### src/rtl/tc_pkg.sv
// rtl/tc_pkg.sv - shared types and constants for the tile-controller scheduler
// The entry layout is tied to TC_ADDR_WIDTH and TC_DATA_WIDTH.
package tc_pkg;

  localparam int TC_ADDR_WIDTH = 64;
  localparam int TC_DATA_WIDTH = 512;
  localparam int LINE_BYTES    = TC_DATA_WIDTH / 8;

  typedef enum logic [2:0] {
    ST_IDLE,
    ST_FETCH_REQ,
    ST_FETCH_WAIT,
    ST_PF_RUN,
    ST_SIMD_DISP,
    ST_DRAIN,
    ST_DONE
  } tc_state_e;

  // Packed MSB-first, so pf_ptr occupies the lowest bits of the line.
  typedef struct packed {
    logic [TC_ADDR_WIDTH-1:0] l_arg;
    logic [TC_ADDR_WIDTH-1:0] g_arg;
    logic [TC_ADDR_WIDTH-1:0] simd_ptr;
    logic [TC_ADDR_WIDTH-1:0] pf_ptr;
  } entry_t;

  function automatic entry_t tc_extract(input logic [TC_DATA_WIDTH-1:0] line);
    return entry_t'(line[4*TC_ADDR_WIDTH-1:0]);
  endfunction

endpackage

### src/rtl/tc_sched_fsm_if.sv
// rtl/tc_sched_fsm_if.sv - MRA request/response port between scheduler and memory
// master is the scheduler side, slave the memory side.
interface tc_sched_fsm_if #(
  parameter int ADDR_WIDTH = 64,
  parameter int DATA_WIDTH = 512
);
  logic [ADDR_WIDTH-1:0] MRA_req_addr;
  logic                  MRA_rw;
  logic                  MRA_req_valid;
  logic                  MRA_ready;
  logic [DATA_WIDTH-1:0] MRA_rsp_data;
  logic                  MRA_rsp_valid;

  modport master (
    output MRA_req_addr, MRA_rw, MRA_req_valid,
    input  MRA_ready, MRA_rsp_data, MRA_rsp_valid
  );

  modport slave (
    input  MRA_req_addr, MRA_rw, MRA_req_valid,
    output MRA_ready, MRA_rsp_data, MRA_rsp_valid
  );
endinterface

### src/rtl/tc_lane_arb.sv
// rtl/tc_lane_arb.sv - round-robin picker of the first free SIMD lane at or after rr
module tc_lane_arb #(
  parameter int NUM_SIMD = 4,
  parameter int RR_W     = 2
) (
  input  logic [NUM_SIMD-1:0] i_busy,
  input  logic [RR_W-1:0]     i_rr,
  output logic                o_grant_vld,
  output logic [RR_W-1:0]     o_grant_idx
);
  int lane;

  // Scan from the farthest offset back to rr so the nearest free lane wins.
  always_comb begin
    o_grant_vld = 1'b0;
    o_grant_idx = '0;
    lane        = 0;
    for (int off = NUM_SIMD - 1; off >= 0; off--) begin
      lane = (int'(i_rr) + off) % NUM_SIMD;
      if (!i_busy[RR_W'(lane)]) begin
        o_grant_vld = 1'b1;
        o_grant_idx = RR_W'(lane);
      end
    end
  end
endmodule

### src/rtl/tc_sched_fsm.sv
// rtl/tc_sched_fsm.sv - work-list scheduler: MRA fetch, PF prefetch, SIMD lane dispatch
// Optional TC_SCHED_PERF_EN adds saturating busy/entry/stall counters.
module tc_sched_fsm
  import tc_pkg::*;
#(
  parameter int ADDR_WIDTH  = TC_ADDR_WIDTH,
  parameter int DATA_WIDTH  = TC_DATA_WIDTH,
  parameter int WL_LEN_BITS = 8,
  parameter int NUM_SIMD    = 4
) (
  input  logic                           clk,
  input  logic                           rst,
  tc_sched_fsm_if.master                 mra,
  output logic [ADDR_WIDTH-1:0]          PF_pointer,
  output logic                           PF_reset,
  input  logic                           PF_done,
  output logic [NUM_SIMD*ADDR_WIDTH-1:0] SIMD_pointer,
  output logic [NUM_SIMD*ADDR_WIDTH-1:0] SIMD_g_arg_pointer,
  output logic [NUM_SIMD*ADDR_WIDTH-1:0] SIMD_l_arg_pointer,
  output logic [NUM_SIMD-1:0]            SIMD_reset,
  input  logic [NUM_SIMD-1:0]            SIMD_done,
  input  logic                           SN_next_op,
  input  logic [ADDR_WIDTH-1:0]          SN_next_addr,
  input  logic [WL_LEN_BITS-1:0]         SN_next_len,
  output logic                           SN_clr_next,
  output logic                           SN_req_done
`ifdef TC_SCHED_PERF_EN
  ,
  output logic [31:0]                    perf_busy_cycles,
  output logic [31:0]                    perf_entries,
  output logic [31:0]                    perf_stall_cycles
`endif
);
  localparam int RR_W = (NUM_SIMD > 1) ? $clog2(NUM_SIMD) : 1;

  tc_state_e              r_state;
  logic [ADDR_WIDTH-1:0]  r_addr;
  logic [WL_LEN_BITS-1:0] r_len;
  logic [WL_LEN_BITS-1:0] r_idx;
  entry_t                 r_entry;
  logic [NUM_SIMD-1:0]    r_busy;
  logic [NUM_SIMD-1:0]    r_simd_reset;
  logic [RR_W-1:0]        r_rr;
  logic                   r_req_valid;
  logic [ADDR_WIDTH-1:0]  r_req_addr;
  logic [ADDR_WIDTH-1:0]  r_pf_ptr;
  logic                   r_pf_reset;
  logic [ADDR_WIDTH-1:0]  r_simd_ptr [NUM_SIMD];
  logic [ADDR_WIDTH-1:0]  r_g_ptr    [NUM_SIMD];
  logic [ADDR_WIDTH-1:0]  r_l_ptr    [NUM_SIMD];
  logic                   r_clr;
  logic                   r_done;

  logic [DATA_WIDTH-1:0]  w_line;
  entry_t                 w_rsp_entry;
  entry_t                 w_disp_entry;
  logic                   w_grant_vld;
  logic [RR_W-1:0]        w_grant_idx;
  logic                   w_dispatch;
  logic [NUM_SIMD-1:0]    w_grant_mask;
  logic [NUM_SIMD-1:0]    w_done_clr;
  logic [WL_LEN_BITS-1:0] w_idx_nxt;

  tc_lane_arb #(.NUM_SIMD(NUM_SIMD), .RR_W(RR_W)) u_arb (
    .i_busy      (r_busy),
    .i_rr        (r_rr),
    .o_grant_vld (w_grant_vld),
    .o_grant_idx (w_grant_idx)
  );

  assign w_line      = mra.MRA_rsp_data;
  assign w_rsp_entry = tc_extract(w_line);
  // A PF-less entry is dispatched straight from the response when a lane is free.
  assign w_dispatch  = w_grant_vld &&
                       ((r_state == ST_SIMD_DISP) ||
                        (r_state == ST_FETCH_WAIT && mra.MRA_rsp_valid && w_rsp_entry.pf_ptr == '0));
  assign w_disp_entry = (r_state == ST_FETCH_WAIT) ? w_rsp_entry : r_entry;
  assign w_grant_mask = w_dispatch ? (NUM_SIMD'(1) << w_grant_idx) : '0;
  assign w_done_clr   = r_busy & SIMD_done;
  assign w_idx_nxt    = r_idx + 1'b1;

  always_ff @(posedge clk) begin
    if (rst) begin
      r_state      <= ST_IDLE;
      r_addr       <= '0;
      r_len        <= '0;
      r_idx        <= '0;
      r_entry      <= '0;
      r_busy       <= '0;
      r_simd_reset <= '1;
      r_rr         <= '0;
      r_req_valid  <= 1'b0;
      r_req_addr   <= '0;
      r_pf_ptr     <= '0;
      r_pf_reset   <= 1'b1;
      r_simd_ptr   <= '{default: '0};
      r_g_ptr      <= '{default: '0};
      r_l_ptr      <= '{default: '0};
      r_clr        <= 1'b0;
      r_done       <= 1'b0;
    end else begin
      r_clr        <= 1'b0;
      r_done       <= 1'b0;
      r_busy       <= (r_busy & ~w_done_clr) | w_grant_mask;
      r_simd_reset <= (r_simd_reset | w_done_clr) & ~w_grant_mask;
      if (w_dispatch) begin
        r_simd_ptr[w_grant_idx] <= w_disp_entry.simd_ptr;
        r_g_ptr[w_grant_idx]    <= w_disp_entry.g_arg;
        r_l_ptr[w_grant_idx]    <= w_disp_entry.l_arg;
        r_rr    <= (w_grant_idx == RR_W'(NUM_SIMD - 1)) ? '0 : w_grant_idx + 1'b1;
        r_idx   <= w_idx_nxt;
        r_addr  <= r_addr + ADDR_WIDTH'(LINE_BYTES);
        r_state <= (w_idx_nxt == r_len) ? ST_DRAIN : ST_FETCH_REQ;
      end
      case (r_state)
        ST_IDLE: if (SN_next_op) begin
          r_addr  <= SN_next_addr;
          r_len   <= SN_next_len;
          r_idx   <= '0;
          r_clr   <= 1'b1;
          r_state <= (SN_next_len == '0) ? ST_DRAIN : ST_FETCH_REQ;
        end
        ST_FETCH_REQ: begin
          if (!r_req_valid) begin
            r_req_valid <= 1'b1;
            r_req_addr  <= r_addr;
          end else if (mra.MRA_ready) begin
            r_req_valid <= 1'b0;
            r_state     <= ST_FETCH_WAIT;
          end
        end
        ST_FETCH_WAIT: if (mra.MRA_rsp_valid) begin
          r_entry <= w_rsp_entry;
          if (w_rsp_entry.pf_ptr != '0) begin
            r_pf_ptr   <= w_rsp_entry.pf_ptr;
            r_pf_reset <= 1'b0;
            r_state    <= ST_PF_RUN;
          end else if (!w_grant_vld) begin
            r_state <= ST_SIMD_DISP;
          end
        end
        ST_PF_RUN: if (!r_pf_reset && PF_done) begin
          r_pf_reset <= 1'b1;
          r_state    <= ST_SIMD_DISP;
        end
        ST_SIMD_DISP: ;
        ST_DRAIN: if (r_busy == '0) r_state <= ST_DONE;
        ST_DONE: begin
          r_done  <= 1'b1;
          r_state <= ST_IDLE;
        end
        default: r_state <= ST_IDLE;
      endcase
    end
  end

  assign mra.MRA_req_addr  = r_req_addr;
  assign mra.MRA_rw        = 1'b0;
  assign mra.MRA_req_valid = r_req_valid;
  assign PF_pointer        = r_pf_ptr;
  assign PF_reset          = r_pf_reset;
  assign SIMD_reset        = r_simd_reset;
  assign SN_clr_next       = r_clr;
  assign SN_req_done       = r_done;

  for (genvar k = 0; k < NUM_SIMD; k++) begin : g_lane_out
    assign SIMD_pointer[k*ADDR_WIDTH +: ADDR_WIDTH]       = r_simd_ptr[k];
    assign SIMD_g_arg_pointer[k*ADDR_WIDTH +: ADDR_WIDTH] = r_g_ptr[k];
    assign SIMD_l_arg_pointer[k*ADDR_WIDTH +: ADDR_WIDTH] = r_l_ptr[k];
  end

`ifdef TC_SCHED_PERF_EN
  logic [31:0] r_perf_busy;
  logic [31:0] r_perf_entries;
  logic [31:0] r_perf_stall;

  always_ff @(posedge clk) begin
    if (rst) begin
      r_perf_busy    <= '0;
      r_perf_entries <= '0;
      r_perf_stall   <= '0;
    end else begin
      if (r_state != ST_IDLE && ~&r_perf_busy) r_perf_busy <= r_perf_busy + 32'd1;
      if (w_dispatch && ~&r_perf_entries) r_perf_entries <= r_perf_entries + 32'd1;
      if (r_state == ST_SIMD_DISP && !w_grant_vld && ~&r_perf_stall)
        r_perf_stall <= r_perf_stall + 32'd1;
    end
  end

  assign perf_busy_cycles  = r_perf_busy;
  assign perf_entries      = r_perf_entries;
  assign perf_stall_cycles = r_perf_stall;
`endif
endmodule

### src/flat_wrapper.sv
// flat-port wrapper written by rule: the top's interface ports become plain ports
module tc_sched_fsm_flat import tc_pkg::*;
#(
  parameter int ADDR_WIDTH  = TC_ADDR_WIDTH,
  parameter int DATA_WIDTH  = TC_DATA_WIDTH,
  parameter int WL_LEN_BITS = 8,
  parameter int NUM_SIMD    = 4
)
  (clk, rst, PF_pointer, PF_reset, PF_done, SIMD_pointer, SIMD_g_arg_pointer, SIMD_l_arg_pointer, SIMD_reset, SIMD_done, SN_next_op, SN_next_addr, SN_next_len, SN_clr_next, SN_req_done, mra_MRA_req_addr, mra_MRA_rw, mra_MRA_req_valid, mra_MRA_ready, mra_MRA_rsp_data, mra_MRA_rsp_valid);
  tc_sched_fsm_if #(.ADDR_WIDTH(ADDR_WIDTH), .DATA_WIDTH(DATA_WIDTH)) mra_i ();
  input  logic clk;
  input  logic rst;
  output logic [ADDR_WIDTH-1:0] PF_pointer;
  output logic PF_reset;
  input  logic PF_done;
  output logic [NUM_SIMD*ADDR_WIDTH-1:0] SIMD_pointer;
  output logic [NUM_SIMD*ADDR_WIDTH-1:0] SIMD_g_arg_pointer;
  output logic [NUM_SIMD*ADDR_WIDTH-1:0] SIMD_l_arg_pointer;
  output logic [NUM_SIMD-1:0] SIMD_reset;
  input  logic [NUM_SIMD-1:0] SIMD_done;
  input  logic SN_next_op;
  input  logic [ADDR_WIDTH-1:0] SN_next_addr;
  input  logic [WL_LEN_BITS-1:0] SN_next_len;
  output logic SN_clr_next;
  output logic SN_req_done;
  output wire logic [$bits(mra_i.MRA_req_addr)-1:0] mra_MRA_req_addr;
  output wire logic [$bits(mra_i.MRA_rw)-1:0] mra_MRA_rw;
  output wire logic [$bits(mra_i.MRA_req_valid)-1:0] mra_MRA_req_valid;
  input wire logic [$bits(mra_i.MRA_ready)-1:0] mra_MRA_ready;
  input wire logic [$bits(mra_i.MRA_rsp_data)-1:0] mra_MRA_rsp_data;
  input wire logic [$bits(mra_i.MRA_rsp_valid)-1:0] mra_MRA_rsp_valid;
  assign mra_MRA_req_addr = mra_i.MRA_req_addr;
  assign mra_MRA_rw = mra_i.MRA_rw;
  assign mra_MRA_req_valid = mra_i.MRA_req_valid;
  assign mra_i.MRA_ready = mra_MRA_ready;
  assign mra_i.MRA_rsp_data = mra_MRA_rsp_data;
  assign mra_i.MRA_rsp_valid = mra_MRA_rsp_valid;
  tc_sched_fsm #(.ADDR_WIDTH(ADDR_WIDTH), .DATA_WIDTH(DATA_WIDTH), .WL_LEN_BITS(WL_LEN_BITS), .NUM_SIMD(NUM_SIMD)) u_core (.clk(clk), .rst(rst), .mra(mra_i), .PF_pointer(PF_pointer), .PF_reset(PF_reset), .PF_done(PF_done), .SIMD_pointer(SIMD_pointer), .SIMD_g_arg_pointer(SIMD_g_arg_pointer), .SIMD_l_arg_pointer(SIMD_l_arg_pointer), .SIMD_reset(SIMD_reset), .SIMD_done(SIMD_done), .SN_next_op(SN_next_op), .SN_next_addr(SN_next_addr), .SN_next_len(SN_next_len), .SN_clr_next(SN_clr_next), .SN_req_done(SN_req_done));
endmodule
### config.mk
export PLATFORM = sky130hd
export DESIGN_NAME = tc_sched_fsm_flat
export DESIGN_NICKNAME = d
export VERILOG_FILES = /design/src/rtl/tc_pkg.sv /design/src/rtl/tc_sched_fsm_if.sv /design/src/rtl/tc_lane_arb.sv /design/src/rtl/tc_sched_fsm.sv /design/src/flat_wrapper.sv
export SDC_FILE = /design/constraint.sdc
export NUM_CORES = 2
export LEC_CHECK = 0
export CORE_AREA = 2 2 579 581
export DETAILED_ROUTE_END_ITERATION = 10
export DIE_AREA = 0 0 581 583
export SYNTH_ARGS = -nofsm -noshare
export SYNTH_HDL_FRONTEND = slang
export SYNTH_HIERARCHICAL = 1
export SYNTH_SLANG_ARGS = --single-unit
### constraint.sdc
create_clock -name clk -period 6.8 [get_ports clk]
set_input_delay 1.36 -clock clk [delete_from_list [all_inputs] [get_ports clk]]
set_output_delay 1.36 -clock clk [all_outputs]
set_load 0.01 [all_outputs]
# Yosys cells after proc, flatten, opt, wreduce, memory -nomap -nowiden
# Cells that the tools add are included.
dict set report totals {
  output_inout_bits 905
  regBits 1249
  elab_cells 136
  input_bits 594
}
dict set report classes {
  n_shift 1
  addsub 6
  n_eq_ne 11
  order_cmp 6
  bitwise_logic 10
  n_reduce_logical 19
  n_mux 54
}
# cell n
set ops {}
lappend ops {{$bwmux 256} 3}
lappend ops {{$mux 256} 1}
lappend ops {{$mux 64} 4}
lappend ops {{$demux 64 s2} 1}
lappend ops {{$add 64x7->64 const B} 1}
lappend ops {{$logic_not 64->1} 1}
lappend ops {{$reduce_bool 64->1} 1}
lappend ops {{$mux 3} 11}
lappend ops {{$mux 8} 3}
lappend ops {{$mux 1} 19}
lappend ops {{$pmux 3 s6} 1}
lappend ops {{$lt 2x4->1 const B} 4}
lappend ops {{$and 4x4->4} 3}
lappend ops {{$mux 2} 5}
lappend ops {{$eq 3x3->1 const B} 3}
lappend ops {{$add 8x1->8 const B} 1}
lappend ops {{$bmux 1 s2} 4}
lappend ops {{$eq 8x8->1} 1}
lappend ops {{$logic_not 8->1} 1}
lappend ops {{$not 4->4} 2}
lappend ops {{$or 4x4->4} 2}
lappend ops {{$eq 3x2->1 const B} 2}
lappend ops {{$reduce_and 2->1} 3}
lappend ops {{$logic_and 1x1->1} 5}
lappend ops {{21 further kinds} 25}

# Depth between registers and ports, before layout
dict set report depth {
  depth_word 14
  depth_mapped 12
  depth_no_buf 8
}

# Hierarchy
# Netlist, hierarchy kept.
# module seq_area_each_um2 area_per_inst_um2 n_inst cells_each
set modules_own_cells {}
lappend modules_own_cells {tc_sched_fsm 23722.8 43215.2 1 4831}
lappend modules_own_cells {tc_lane_arb 0.0 71.3 1 13}

# Least setup slack after synthesis
# No wires, ideal clock.
dict set report synth_path {
  kind {input to register}
  from {input port mra_MRA_rsp_data[6]}
  to {register u_core.r_l_ptr (netlist bit u_core/SIMD_l_arg_pointer[10])}
  t_required_ns 6.662
  path_slack_ns 3.458
  arrival_time_ns 3.205
  cell_stages 9
  path_buffers 3
  setup_ns 0.138
  cell_sequence {nor4_1 > nand4_1 > nor4_4 > a31o_2 > and2_1 > buf_2 > buf_2 > clkbuf_1 > a211oi_1}
}
dict set report synth_between {
  elab_chain_cells 4
}
# item line_no
set synth_rtl {}
lappend synth_rtl {{start: declaration} flat_wrapper.sv:30} ;# input wire logic [$bits(mra_i.MRA_rsp_data)-1:0] mra_MRA_rsp_data;
lappend synth_rtl {{$logic_not 64->1} tc_sched_fsm.sv:76} ;# (r_state == ST_FETCH_WAIT && mra.MRA_rsp_valid && w_rsp_entry.pf_ptr == '0));
lappend synth_rtl {{$logic_and 1x1->1} tc_sched_fsm.sv:76}
lappend synth_rtl {{$logic_or 1x1->1} tc_sched_fsm.sv:75} ;# ((r_state == ST_SIMD_DISP) ||
lappend synth_rtl {{$logic_and 1x1->1} tc_sched_fsm.sv:74} ;# assign w_dispatch = w_grant_vld &&
lappend synth_rtl {{end signal: indexed assignment} tc_sched_fsm.sv:109} ;# r_l_ptr[w_grant_idx] <= w_disp_entry.l_arg;
lappend synth_rtl {{end: declaration} tc_sched_fsm.sv:50} ;# logic [ADDR_WIDTH-1:0] r_l_ptr [NUM_SIMD];
# No other way between the ends.
# A chain may end at the register's enable or synchronous reset.

# Worst setup path after layout
dict set report layout_path {
  from {input port mra_MRA_rsp_data[46]}
  to {register u_core.r_simd_ptr (netlist bit u_core/SIMD_pointer[148])}
}
dict set report layout_between {
  elab_chain_cells 4
}
# item line_no
set layout_rtl {}
lappend layout_rtl {{$logic_not 64->1} tc_sched_fsm.sv:76}
lappend layout_rtl {{$logic_and 1x1->1} tc_sched_fsm.sv:76}
lappend layout_rtl {{$logic_or 1x1->1} tc_sched_fsm.sv:75}
lappend layout_rtl {{$logic_and 1x1->1} tc_sched_fsm.sv:74}
lappend layout_rtl {{end signal: indexed assignment} tc_sched_fsm.sv:107} ;# r_simd_ptr[w_grant_idx] <= w_disp_entry.simd_ptr;
lappend layout_rtl {{end: declaration} tc_sched_fsm.sv:48} ;# logic [ADDR_WIDTH-1:0] r_simd_ptr [NUM_SIMD];
# No other way between the ends.

==> flow_metrics.tcl <==
set metrics [dict create \
    total_overflow_reported_by_the_global_router 0 \
    die-area_um2 339000 \
    fin_tns_setup_ns 0 \
    synth-warning-count 6 \
    final_hold_viol_count 0 \
    ir_drop_mv 0.188 \
    clock_insertion_delay_worst_skew_ns 0.82 \
    area_growth_syn_to_layout_pct 51.9 \
    slew-limit-headroom 0.108 \
    synth.cell_area_um2 43300 \
    buffer_ports.inserted 1241 \
    cts-buffers-inserted 147 \
    critPathMaxFanout 33 \
    sequential_cell_area_um2 23700 \
    post-route-cell-area_um2 65700 \
    place_hpwl_um 179000 \
    ys.flop_type "dfxtp_1" \
    synth_largest_area_cell "dfxtp_1" \
    detailroute.via_count 39500 \
    grt_first_pass_wirelength_um 308000 \
    worst-r2r-cell-count 8 \
    route.detailed.wl_per_inst_um 22.0 \
    postSynthRegisterBits 1185 \
    clock_power_share 0.504 \
    die_height_um 583 \
    chipWidth_um 581 \
    status "complete, no violations" \
    cts-root-buf "clkbuf_16" \
    critical_path_arrival_ns 5.48 \
    drc 0 \
    r2r_slack_ns 2.62 \
    worstSetupStartpointType "input port" \
    synth.net_count 5444 \
    min_period_ns 4.79 \
    multi_input_logic_area_um2 17800 \
    pwr-share-comb 0.057 \
    hp-class "flop to flop" \
    cts.reportedPaths.clkPinSlew_ns 0.06 \
    ctsHoldBuffers 0 \
    place_area_um2 60700 \
    cellPowerDensity_nw_per_um2 246 \
    hold_start "u_core/r_addr[5]$_SDFFE_PP0P_" \
    setup_viol 0 \
    synth_top_cells_by_area "dfxtp_1 (55%), a211oi_1 (14%), nor2_1 (7.2%), nand2_1 (6.3%), mux2i_1 (4.4%)" \
    postSynthCellCount 4844 \
    cell_internal_pwr_mw 12.2 \
    synth_edf_count 0 \
    min_delay_worst_endpoint "u_core/mra.MRA_req_addr[5]$_SDFFE_PP0P_" \
    synth.distinct_cells 49 \
    drive_above_1_share 0.0647 \
    crit_type "input port to flop" \
    row_count 212 \
    p_leak_nw 19.4 \
    synth-async-reset-ratio 0 \
    switching_power_mw 3.98 \
    drt_pre_antenna_iters 5 \
    drt_iter0_drc 2525 \
    globalplace.congestion 0.920 \
    clock.fmax_mhz 209 \
    grt_antenna_before_repair 94 \
    vias_in_the_first_global_route 37300 \
    antenna_left 0 \
    number_of_violations_of_the_max_capacitance_limit 0 \
    report.final.slew_viol_count 0 \
    power.share.sequential 0.440 \
    tightestPinTransition_ns 1.30 \
    beginning_of_the_worst_register_to_register_path "u_core/r_state[1]$_SDFF_PP0_" \
    final_net_count 6525 \
    critical_path.reg2reg.endpoint "u_core/PF_pointer[31]$_SDFFE_PP0P_" \
    final.period_utilization 0.705 \
    drt-vias-per-instance 3.78 \
    totalWireLength_um 230000 \
    swShare 0.246 \
    globalRouteTotalUtil 0.129 \
    worst-endpoint-required_ns 7.49 \
    number_of_post_cts_setup_repair_buffers 0 \
    clock_tree.buffer_depth 4 \
    finalClockSkew_ns 0.0463 \
    synth_top_cell_area_share 0.548 \
    num-fill-cells 37000 \
    crit_path_end_kind "flop" \
    clock-sinks 1185 \
    cts.htree.levels 4 \
    floorplan.io_pins 1499 \
    cts_repair_resize_count 0 \
    tritoncts "yes" \
    synth_seq_area_share 0.548 \
    post_synthesis_mean_instance_area_um2 8.94 \
    rsz0062_at_grt "no" \
    core_area_um2 332000 \
    hold-path-cell-count 2 \
    grt_start_max_net_pins 167 \
    initial_utilization 0.130 \
]
## cells in the final DEF (no fill, tap or decap), drive strengths merged, types with 6 or more instances in the layout
master         instances
a211oi               801
a21oi                355
and2                  10
and3                  13
and4                   6
buf                  121
bufinv                13
clkbuf               193
clkdlybuf4s50       1240
clkinv                28
clkinvlp               6
dfxtp               1185
diode                 38
ha                     6
inv                   24
mux2i                192
nand2                730
nand3                 25
nand4                 31
nor2                 833
nor3                  25
nor4                  36
o21ai                 35
or3                    8
xnor2                 40
xor2                  28
## routing by layer
metal  up-vias  global-route usage  wire length, um
met4        48              0.0546             9540
met3       368              0.0522            23100
li1      19100                   -                -
met1     18400               0.152            93800
met5         -                   0              326
met2      1546               0.207           103000
## synthesized netlist by cell type, types with 2 or more instances
cell type and number:
nor4b_2 2, o21ai_0 34, nand3b_1 2, clkbuf_1 278, a21oi_1 355, nor3_1 25
and2_1 9, inv_1 11, xnor2_1 40, nand2b_1 5, buf_4 6, a22oi_1 3
ha_1 6, buf_2 140, o221ai_1 3, a311oi_1 4, dfxtp_1 1185, or3_1 8
nor2_1 833, nand2_1 730, and3_1 13, mux2i_1 192, nand4_1 31, a31oi_1 3
nand4b_1 2, nor4_1 34, xor2_1 28, nand3_1 25, nor2b_1 3, or2_2 2
and4_1 6, a211oi_1 801, buf_1 5, o21bai_1 5
## power by group through the flow
stage	Clock (mW)	Sequential (mW)	Combinational, mW
global placement	0	7.25	0.922
finish	8.13	7.10	0.913
floorplan	0	7.23	0.373
CTS	8.40	7.09	0.927
detailed placement	0	7.25	0.922
global route	8.65	7.10	0.976
## state kept, by name, summed over array words and instances, names as in the netlist
| name | flops |
|---|---|
| u_core/r_entry | 192 |
| u_core/r_len | 8 |
| u_core/mra.MRA_req_valid | 1 |
| u_core/SN_clr_next | 1 |
| u_core/SIMD_reset | 4 |
| u_core/SIMD_l_arg_pointer | 256 |
| u_core/PF_reset | 1 |
| u_core/PF_pointer | 64 |
| u_core/mra.MRA_req_addr | 64 |
| u_core/SN_req_done | 1 |
| u_core/r_rr | 2 |
| u_core/r_state | 3 |
| u_core/r_addr | 64 |
| u_core/SIMD_pointer | 256 |
| u_core/r_idx | 8 |
| u_core/r_busy | 4 |
| u_core/SIMD_g_arg_pointer | 256 |
## area by class of cell
cell class,instances,share of cell area
diodes,38,0.00145
clock buffers,193,0.0624
multi-input cells,3219,0.271
repair buffers,1361,0.207
clock inverters,60,0.0124
flip-flops and latches,1185,0.361
well taps,4387,0.0835
inverters,11,0.000628
## logic make-up after synthesis
| kind of cell | Yosys count | share of synthesized area |
|---|---|---|
| compound gates | 1214 | 0.188 |
| xor+xnor | 68 | 0.0138 |
| fa+ha+maj | 6 | 0.00173 |
| buf+inv | 440 | 0.0427 |
| flops | 1185 | 0.548 |
| mux | 192 | 0.0444 |
| other cells | 1 | 0.0000866 |
| simple gates | 1738 | 0.161 |
## how the worst max path moves through the flow
| stage | to | cells past startpoint | from |
|---|---|---|---|
| 3_3_place_gp | u_core/SIMD_pointer[131]$_SDFFE_PP0P_ | 9 | mra_MRA_rsp_data[46] |
| 3_5_place_dp | u_core/SIMD_pointer[148]$_SDFFE_PP0P_ | 9 | mra_MRA_rsp_data[46] |
| 2_1_floorplan | u_core/SIMD_l_arg_pointer[10]$_SDFFE_PP0P_ | 9 | mra_MRA_rsp_data[6] |
| 6_report | u_core/SIMD_pointer[148]$_SDFFE_PP0P_ | 9 | mra_MRA_rsp_data[46] |
| 5_1_grt | u_core/SIMD_pointer[148]$_SDFFE_PP0P_ | 9 | mra_MRA_rsp_data[46] |
| 4_1_cts | u_core/SIMD_pointer[148]$_SDFFE_PP0P_ | 9 | mra_MRA_rsp_data[46] |
## critical path, stage by stage
cell and delay [ns]:
clkdlybuf4s50_1 0.46, nor4_1 0.83, nand4_1 0.31, nor4_4 0.71, a31o_2 0.34, and2_4 0.57
buf_4 0.45, nor2_1 0.08, a211oi_1 0.27
## through the flow
step / total power [mW] / std cells / util / worst slack, ns / hold slack (ns)
floorplan: 7.61 / 4844 / - / 3.46 / 0.432
global placement: 8.17 / 10200 / 0.183 / 1.28 / 0.442
detailed placement: 8.17 / 10200 / 0.183 / 1.18 / 0.446
CTS: 16.4 / 10400 / 0.198 / 2.08 / 0.449
global route: 16.7 / 10400 / 0.198 / 1.98 / 0.465
finish: 16.1 / 10500 / 0.198 / 2.01 / 0.450
Note: power is estimated with default switching activity, not from simulation.
